--- src/rtl/window_stream_pkg.sv ---
// Shared types and helpers for the K-row line-buffer sequencer.
package window_stream_pkg;

    typedef enum logic [1:0] {
        IDLE  = 2'd0,
        RUN   = 2'd1,
        FLUSH = 2'd2
    } state_e;

    // A KxK window needs at least K lines before it can ever be complete.
    function automatic int unsigned min_height(input int unsigned kernel);
        return kernel;
    endfunction

endpackage

--- src/rtl/window_stream_ctrl_counter_roll.sv ---
// Up-counter that wraps to zero after max_val_i; mirrors the buffer's address counter.
module counter_roll #(
    parameter int Width = 3
) (
    input  logic             clk_i,
    input  logic             rst_i,
    input  logic             up_i,
    input  logic [Width-1:0] max_val_i,
    output logic [Width-1:0] count_o
);

    logic [Width-1:0] count_q;

    always_ff @(posedge clk_i) begin
        if (rst_i) begin
            count_q <= '0;
        end else if (up_i) begin
            count_q <= (count_q == max_val_i) ? '0 : count_q + 1'b1;
        end
    end

    assign count_o = count_q;

endmodule

--- src/rtl/window_stream_ctrl.sv ---
// Gates a pixel stream into a K-row line buffer, masks warm-up windows and
// flushes the buffer back to column 0 on abort.
module window_stream_ctrl
    import window_stream_pkg::*;
#(
    parameter  int Width       = 8,
    parameter  int LineWidth   = 8,
    parameter  int KernelSize  = 3,
    parameter  int HeightWidth = 10,
    localparam int ColWidth    = $clog2(LineWidth)
) (
    input  logic                   clk_i,
    input  logic                   rst_ni,
    input  logic                   start_i,
    input  logic [HeightWidth-1:0] height_i,
    input  logic                   abort_i,
    input  logic [Width-1:0]       in_data_i,
    input  logic                   in_valid_i,
    output logic                   in_ready_o,
    output logic [Width-1:0]       buf_data_o,
    output logic                   buf_valid_o,
    input  logic                   buf_ready_i,
    output logic                   win_valid_o,
    output logic                   win_last_o,
    output logic [HeightWidth-1:0] row_o,
    output logic [ColWidth-1:0]    col_o,
    output logic                   busy_o,
    output logic                   frame_done_o,
    output logic                   abort_done_o,
    output logic                   err_o
);

    localparam logic [HeightWidth-1:0] KRow    = HeightWidth'(KernelSize - 1);
    localparam logic [ColWidth-1:0]    KCol    = ColWidth'(KernelSize - 1);
    localparam logic [ColWidth-1:0]    LastCol = ColWidth'(LineWidth - 1);
    localparam logic [HeightWidth-1:0] MinRows = HeightWidth'(min_height(KernelSize));

    state_e                 state_q, state_d;
    logic [HeightWidth-1:0] row_q, height_q;
    logic [ColWidth-1:0]    col;
    logic                   frame_done_q, abort_done_q, err_q;
    logic                   frame_done_d, abort_done_d, err_d;
    logic                   load, row_inc, col_up, fire;
    logic                   last_col, last_row;

    assign last_col = (col == LastCol);
    assign last_row = (row_q == height_q - 1'b1);

    // Reloading on start keeps the column aligned with the buffer pointer.
    counter_roll #(
        .Width(ColWidth)
    ) u_col (
        .clk_i    (clk_i),
        .rst_i    (~rst_ni | load),
        .up_i     (col_up),
        .max_val_i(LastCol),
        .count_o  (col)
    );

    always_comb begin
        state_d      = state_q;
        in_ready_o   = 1'b0;
        buf_valid_o  = 1'b0;
        buf_data_o   = '0;
        win_valid_o  = 1'b0;
        win_last_o   = 1'b0;
        fire         = 1'b0;
        col_up       = 1'b0;
        load         = 1'b0;
        row_inc      = 1'b0;
        frame_done_d = 1'b0;
        abort_done_d = 1'b0;
        err_d        = 1'b0;
        unique case (state_q)
            IDLE: begin
                if (start_i) begin
                    if (height_i >= MinRows) begin
                        load    = 1'b1;
                        state_d = RUN;
                    end else begin
                        err_d = 1'b1;
                    end
                end
            end
            RUN: begin
                if (abort_i) begin
                    // Pixel is refused in the abort cycle so the buffer sees no write.
                    if (col == '0) begin
                        state_d      = IDLE;
                        abort_done_d = 1'b1;
                    end else begin
                        state_d = FLUSH;
                    end
                end else begin
                    in_ready_o  = buf_ready_i;
                    buf_valid_o = in_valid_i;
                    buf_data_o  = in_data_i;
                    fire        = in_valid_i & buf_ready_i;
                    col_up      = fire;
                    win_valid_o = fire & (row_q >= KRow) & (col >= KCol);
                    win_last_o  = win_valid_o & last_row & last_col;
                    if (fire && last_col) begin
                        if (last_row) begin
                            state_d      = IDLE;
                            frame_done_d = 1'b1;
                        end else begin
                            row_inc = 1'b1;
                        end
                    end
                end
            end
            FLUSH: begin
                buf_valid_o = 1'b1;
                col_up      = buf_ready_i;
                if (buf_ready_i && last_col) begin
                    state_d      = IDLE;
                    abort_done_d = 1'b1;
                end
            end
            default: state_d = IDLE;
        endcase
    end

    always_ff @(posedge clk_i) begin
        if (!rst_ni) begin
            state_q      <= IDLE;
            row_q        <= '0;
            height_q     <= '0;
            frame_done_q <= 1'b0;
            abort_done_q <= 1'b0;
            err_q        <= 1'b0;
        end else begin
            state_q      <= state_d;
            frame_done_q <= frame_done_d;
            abort_done_q <= abort_done_d;
            err_q        <= err_d;
            if (load) begin
                height_q <= height_i;
                row_q    <= '0;
            end else if (row_inc) begin
                row_q <= row_q + 1'b1;
            end
        end
    end

    assign row_o        = row_q;
    assign col_o        = col;
    assign busy_o       = (state_q != IDLE);
    assign frame_done_o = frame_done_q;
    assign abort_done_o = abort_done_q;
    assign err_o        = err_q;

endmodule

--- config.mk ---
export PLATFORM = sky130hd
export DESIGN_NAME = window_stream_ctrl
export DESIGN_NICKNAME = d
export VERILOG_FILES = /design/src/rtl/window_stream_pkg.sv /design/src/rtl/window_stream_ctrl_counter_roll.sv /design/src/rtl/window_stream_ctrl.sv
export SDC_FILE = /design/constraint.sdc
export NUM_CORES = 1
export LEC_CHECK = 0
export CAP_MARGIN = 20
export CORE_MARGIN = 1.5
export CORE_UTILIZATION = 32
export CTS_BUF_LIST = sky130_fd_sc_hd__clkbuf_16
export DETAILED_ROUTE_END_ITERATION = 7
export SLEW_MARGIN = 15
export SYNTH_ARGS = -nofsm -noshare
export SYNTH_HDL_FRONTEND = slang
export SYNTH_SLANG_ARGS = --single-unit
--- constraint.sdc ---
create_clock -name clk_i -period 2.9 [get_ports clk_i]
set_input_delay 0.58 -clock clk_i [delete_from_list [all_inputs] [get_ports clk_i]]
set_output_delay 0.58 -clock clk_i [all_outputs]
set_load 0.02 [all_outputs]
==> metrics, run 1 <==
Max Clk Rate 356 MHz; # IOs 53; Clock Latency Late Sink 0.26 ns; share of post-route cells with drive strength above 1 17.5%; # DRC 0; CTS clk-pin slew, worst paths 0.07 ns; Yosys Warn Count 0; Post-CTS Hold Buffers 0; die width 82.6 um; Initial Util 33.6%; setup bufs post-CTS 0; initial antenna violation count 0; largest net degree at the start of global routing 19; HP Start state_q[1]$_SDFFE_PN0P_; clk_skew 0.00469 ns; max-cap viol count 0; Via Count 1989; final setup violating endpoints 0; final core occ 48.9%; Post-synth EDFFs 0; maximum clock path buffer count 2; FF-to-FF Start height_q[0]$_SDFFE_PN0P_; Iter 0 DRT Violations 105; area grow syn2layout 45.3%; post-synthesis register bit count 28; hpwl dp 4.40 mm; port bufs 52; Critical-path top delay cell or4_4; Slew headroom 44.3%; first-pass GRT wire length 8.96 mm; critical path cell sequence or4_4, nor4_2, nor3_2, nor3_2, and4b_1, and3_1, buf_4; Num CTS Buffers 3; Via density 5.10; Die Area 6820 sq um; Crit path top cell by count nor3_2; Distinct cells, synth 53; RePlAce Congestion 0.793; CP delay by family, top simple AND/OR/NAND/NOR gates; crit path max fanout 3; mapped cell area 2030 sq um; total grt overflow 0; critical path's largest stage delay 0.57 ns; Static Leak 1.17 nW; Mapped Avg Cell Area 8.62 sq um; crit share post-route 96.9%; sequential fraction of the synthesis area 27.7%; Worst Path Required 2.32 ns; status finished clean; vias in the first global route 1868; Clock Sinks 28; core area 6030 sq um; Cell Pwr Density 387 nW/um^2; Routed WL 5.63 mm; Worst VDD drop 0.376 mV; CP startpoint kind register; overall routing resource usage 16.9%; Synth Flop Type dfxtp_1; CTS H-tree lvls 1; Final min period 2.81 ns; root buf cell clkbuf_16; Hold Path Class register to register; Detail Route Antenna Nets 0; Gate Count Post-Synth 235; Post-synth ARST share 0%; Finished Cell Area 2940 sq um; Final nets 351; Critical path origin height_q[2]$_SDFFE_PN0P_; crit path kind register to primary output; Least-Margin Pin Slew 0.830 ns; Rows 28; CP Buf/Inv Count 1; TritonRoute pass-1 iters 4; placed cell area 2840 sq um; antenna cells 0; max-slew violations 0; Routed wire per std cell 14.4 um; CP Capture Type primary output; CTS tree yes; Die Ht 82.6 um; Hold Vio Cnt, Final 0; Data arrival, critical path 2.23 ns; syn_nets 269
==> worst paths after layout <==
check | endpoint | cells past startpoint | slack, ns
setup reg to reg | row_o[8]$_SDFFE_PP0P_ | 11 | 0.41
hold reg to reg | state_q[1]$_SDFFE_PN0P_ | 2 | 0.49
hold / removal | state_q[1]$_SDFFE_PN0P_ | 2 | 0.49
setup / recovery | win_last_o | 7 | 0.09
==> what timing repair did <==
| item | 4_1_cts | 5_1_grt |
|---|---|---|
| cloned | 0 | 0 |
| endpoints found under the hold margin | 0 | 0 |
| setup endpoints to repair | 2 | 1 |
| gates resized for setup | 7 | 4 |
| pin swaps | 1 | 2 |
==> cells in the final DEF (no fill, tap or decap), drive strengths merged, types with 2 or more instances in the layout <==
cell type and n:
a21boi 2, nand3 3, xnor2 5, inv 12, o2111ai 2, a21oi 14, and2 11, nor4b 2
a2111o 7, mux2i 16, nor2b 12, buf 37, nor4 7, a221oi 3, a31oi 2, ha 10
clkdlybuf4s50 50, dfxtp 28, xor2 3, nand2b 4, nand4 6, clkbuf 3, nor3 5, and3 8
nor2 8, nand2 26, o21ai 11
==> worst reg2reg max path, delay by kind of cell (launching register included) <==
| family | cells | cell delay (ns) |
|---|---|---|
| buf+inv | 4 | 0.63 |
| flops | 1 | 0.31 |
| compound gates | 4 | 0.52 |
| simple gates | 2 | 0.69 |
| fa+ha+maj | 1 | 0.22 |
==> registers in the layout, summed over array words and instances (netlist names) <==
name,count
state_q,2
abort_done_o,1
u_col.count_o,3
frame_done_o,1
row_o,10
height_q,10
err_o,1
==> through the flow <==
stage	hold slack, ns	cells	setup slack, ns	power, W	setup TNS, ns
2_1_floorplan	0.455	235	0.307	0.000662	0
3_3_place_gp	0.470	387	-0.0822	0.000814	-0.0822
3_5_place_dp	0.478	387	-0.170	0.000816	-0.199
4_1_cts	0.487	390	0.0262	0.00114	0
5_1_grt	0.508	390	-0.0328	0.00120	-0.0328
6_report	0.486	390	0.0912	0.00114	0
==> synth_stat cells (all sizes together) (2+ instances only) <==
cell,n,area share (%)
nor4,7,3.2
nor3,5,1.5
dfxtp,28,28
ha,10,6.2
nor2b,12,3.7
o2111ai,2,0.86
o21ai,11,2.9
nor2,8,1.5
buf,5,2.2
a21boi,2,0.74
a221oi,3,1.3
inv,12,2.2
a2111o,7,3.9
xnor2,5,2.2
and3,8,2.5
nor4b,2,1.6
nand2,26,4.8
and2,11,3.4
nand2b,4,1.2
a31oi,2,0.62
mux2i,16,7.9
xor2,3,1.3
clkbuf,6,1.1
nand3,3,0.74
nand4,6,1.9
a21oi,14,4.2
==> final cells by class <==
| type | count | area (sq um) |
|---|---|---|
| Sequential cell | 28 | 561 |
| Clock buffer | 3 | 75.1 |
| Tap cell | 75 | 93.8 |
| Multi-Input combinational cell | 184 | 1380 |
| Inverter | 12 | 45.0 |
| Timing Repair Buffer | 88 | 787 |
| Fill cell | 583 | 3080 |
==> report_power, final <==
part / leakage (nW) / switching [W] / total (W) / internal (W)
logic: 0.908 / 0.000206 / 0.000406 / 0.000200
clock network: 0.0370 / 0.000135 / 0.000319 / 0.000183
registers: 0.227 / 0.0000129 / 0.000413 / 0.000400
==> logic make-up (layout without fill, tap and decap cells) <==
logic type                 Yosys count  count (layout)  share of synthesized area [%]
adders and majority gates           10              10                           6.18
and+or+nand+nor                    100             100                           29.4
muxes                               16              16                           7.91
xor gates and xnor gates             8               8                           3.46
DFF                                 28              28                           27.7
AOI/OAI and AO/OA                   50              50                           19.9
buffers and inverters               23             103                           5.50
==> per-layer routing <==
layer,share of wire [%],routed length [um],global-route usage (%)
met1,51,2860,24.3
met3,3.8,213,2.86
met5,0,0,0
met2,45,2540,27.2
met4,0.23,13,1.67
(Power assumes the default switching activity.)
==> inputs of run 2 (changes only) <==
SETUP_SLACK_MARGIN = 0.05   (was unset)
clock period = 3.2 ns   (was 2.9 ns; I/O delays follow)
==> run 2 against run 1 <==
- setup slack gained 0.17 ns
- core utilization shrank 2.6 points
- die area is the same
- flip-flop and latch count is the same
- total power shrank 13%
- sequential power shrank 9.0%
- final cell count shrank 4.4%
- register-to-register slack gained 0.53 ns
- highest routed layer unchanged
- hold slack gained 0.0022 ns
- clock skew shrank 0.0010 ns
==> metrics, run 2 (synthesis results as in run 1) <==
status finished clean (unchanged); Final nets 334 (was 351); most common cell after layout, fill and taps aside clkdlybuf4s50_1 (unchanged); Iter 0 DRT Violations 122 (was 105); crit path kind register to primary output (unchanged); # DRC 0 (unchanged); Sequential Power Share 37.9% (was 36.3%); CP startpoint kind register (unchanged); Data arrival, critical path 2.30 ns (was 2.23 ns); M2 GR Usage 26.2% (was 27.2%); Worst Path Required 2.56 ns (was 2.32 ns); area grow syn2layout 37.7% (was 45.3%); Post-CTS Hold Buffers 0 (unchanged); GRT met3 Usage 3.08% (was 2.86%); CP Capture Type primary output (unchanged); crit share post-route 91.9%; met1 Resource Use GR 24.4% (was 24.3%); Routed wire per std cell 14.3 um (was 14.4 um); Detail Route Antenna Nets 0 (unchanged); Num CTS Buffers 3 (unchanged); Min-Delay Path Depth 2 (unchanged); largest net degree at the start of global routing 19 (unchanged); grt peak-use layer met2 (unchanged); final setup violating endpoints 0 (unchanged); Max Clk Rate 340 MHz; CTS clk-pin slew, worst paths 0.07 ns (about the same); root buf cell clkbuf_16 (unchanged); combinational share of power 32.9% (was 35.7%); Initial Util 33.6% (unchanged); TritonRoute pass-1 iters 4 (unchanged); crit path max fanout 6 (was 3); Setup TNS 0 ns (unchanged); switching pwr 0.000308 W (was 0.000355 W); port bufs 52 (unchanged); RePlAce Congestion 0.794 (was 0.793); CTS tree yes (unchanged); Cell Pwr Density 355 nW/um^2 (was 387 nW/um^2); Via Count 1908 (was 1989); Clock Sinks 28 (unchanged); initial antenna violation count 0 (unchanged); die width 82.6 um (unchanged); most frequent cells in the layout clkdlybuf4s50_1, dfxtp_1, nand2_1, buf_4, mux2i_1 (was clkdlybuf4s50_1, buf_4, dfxtp_1, nand2_1, mux2i_1); hpwl dp 4.21 mm (was 4.40 mm); critical path cell sequence inv_1, ha_1, o21ba_1, a221oi_1, a41oi_1, nor3_1, and4b_1, and3_1, clkbuf_2 (was or4_4, nor4_2, nor3_2, nor3_2, and4b_1, and3_1, buf_4); clk_skew 0.00367 ns (was 0.00469 ns); Die Ht 82.6 um (unchanged); Via density 5.12 (was 5.10); Worst VDD drop 0.252 mV (was 0.376 mV); CTS H-tree lvls 1 (unchanged); critical path's largest stage delay 0.33 ns (was 0.57 ns); Switching Fraction 31.1% (was 31.2%); max-slew violations 0 (unchanged); antenna cells 0 (unchanged); Rows 28 (unchanged); Static Leak 1.10 nW (was 1.17 nW); Critical-path top delay cell dfxtp_1 (was or4_4); max-cap viol count 0 (unchanged); maximum clock path buffer count 2 (unchanged); overall routing resource usage 16.8% (was 16.9%); RSZ-0062 raised after global routing false; Least-Margin Pin Slew 0.856 ns (was 0.830 ns); Hold Path Class register to register (unchanged); R2R cell count 8 (was 11); first-pass GRT wire length 8.83 mm (was 8.96 mm); Die Area 6820 sq um (unchanged); core area 6030 sq um (unchanged); Final min period 2.94 ns; Routed WL 5.33 mm (was 5.63 mm); share of post-route cells with drive strength above 1 11.4% (was 17.5%); vias in the first global route 1775 (was 1868); total grt overflow 0 (unchanged); Final Hold Slack 0.488 ns (was 0.486 ns); Clock Power Share 29.2% (was 28.0%); cell-internal power 0.000683 W (was 0.000784 W); Clock Latency Late Sink 0.26 ns (about the same); Slew headroom 42.5% (was 44.3%); # IOs 53 (unchanged); Hold Vio Cnt, Final 0 (unchanged)
## run 2: cell types whose count changed in the layout (fill, tap and decap cells not counted), sizes merged
cell          previous run  this run
buf                     37        19
clkbuf                   3         4
dlygate4sd2              1         0
dlymetal6s2s             0         1
## run 2: path summary, 6_finish.rpt
path                            startpoint                 endpoint  slack, ns
max               height_q[0]$_SDFFE_PN0P_               win_last_o       0.26
min                state_q[1]$_SDFFE_PN0P_  state_q[1]$_SDFFE_PN0P_       0.49
max reg2reg  u_col.count_o[1]$_SDFFE_PP0P_    row_o[9]$_SDFFE_PP0P_       0.94
min reg2reg        state_q[1]$_SDFFE_PN0P_  state_q[1]$_SDFFE_PN0P_       0.49
## run 2: per-layer routing
metal	part of all wire, %	vias to the layer above
met2	44	40
li1	-	981
met3	4.1	4
met4	0.47	0
met1	51	883
met5	0	-
## run 2: through the flow
stage / total power, W / std cells / utilization [%] / area [sq um] / setup WS [ns]
5_1_grt: 0.00105 / 373 / 46.3 / 2790 / 0.0743
3_3_place_gp: 0.000707 / 370 / 45.1 / 2720 / 0.0791
2_1_floorplan: 0.000600 / 235 / - / 2030 / 0.547
4_1_cts: 0.000999 / 373 / 46.3 / 2790 / 0.0725
6_report: 0.000991 / 373 / 46.3 / 2790 / 0.260
3_5_place_dp: 0.000710 / 370 / 45.1 / 2720 / 0.0275
## run 2: what timing repair did
item	CTS	global route
gates resized for setup	1	3
setup buffers	0	0
endpoints found under the setup margin	1	2
pin swaps	0	0
## run 2: power by group through the flow
stage / Clock (W) / Sequential, W / Combinational [W]
5_1_grt: 0.000312 / 0.000378 / 0.000358
4_1_cts: 0.000296 / 0.000376 / 0.000328
2_1_floorplan: 0 / 0.000386 / 0.000214
3_3_place_gp: 0 / 0.000383 / 0.000324
6_report: 0.000289 / 0.000376 / 0.000326
3_5_place_dp: 0 / 0.000383 / 0.000326
## run 2: worst max-delay path, delay by kind of cell (launching register included)
| kind | cells | cell delay (ns) |
|---|---|---|
| DFF | 1 | 0.33 |
| buffers and inverters | 2 | 0.21 |
| adders and majority gates | 1 | 0.27 |
| and+or+nand+nor | 3 | 0.60 |
| AOI/OAI and AO/OA | 3 | 0.62 |
## run 2: cell type report
class                           instances  area [sq um]
Clock buffer                            3          75.1
Sequential cell                        28           561
Inverter                               12          45.0
Multi-Input combinational cell        184          1350
Tap cell                               75          93.8
Fill cell                             609          3240
Timing Repair Buffer                   71           661
==> inputs of run 3 (changes only) <==
ABC_CLOCK_PERIOD_IN_PS = 3200   (was unset)
CTS_CLUSTER_SIZE = 14   (was unset)
==> results of run 3 <==
No change in the layout: final DEF, timing and power equal those of run 2.
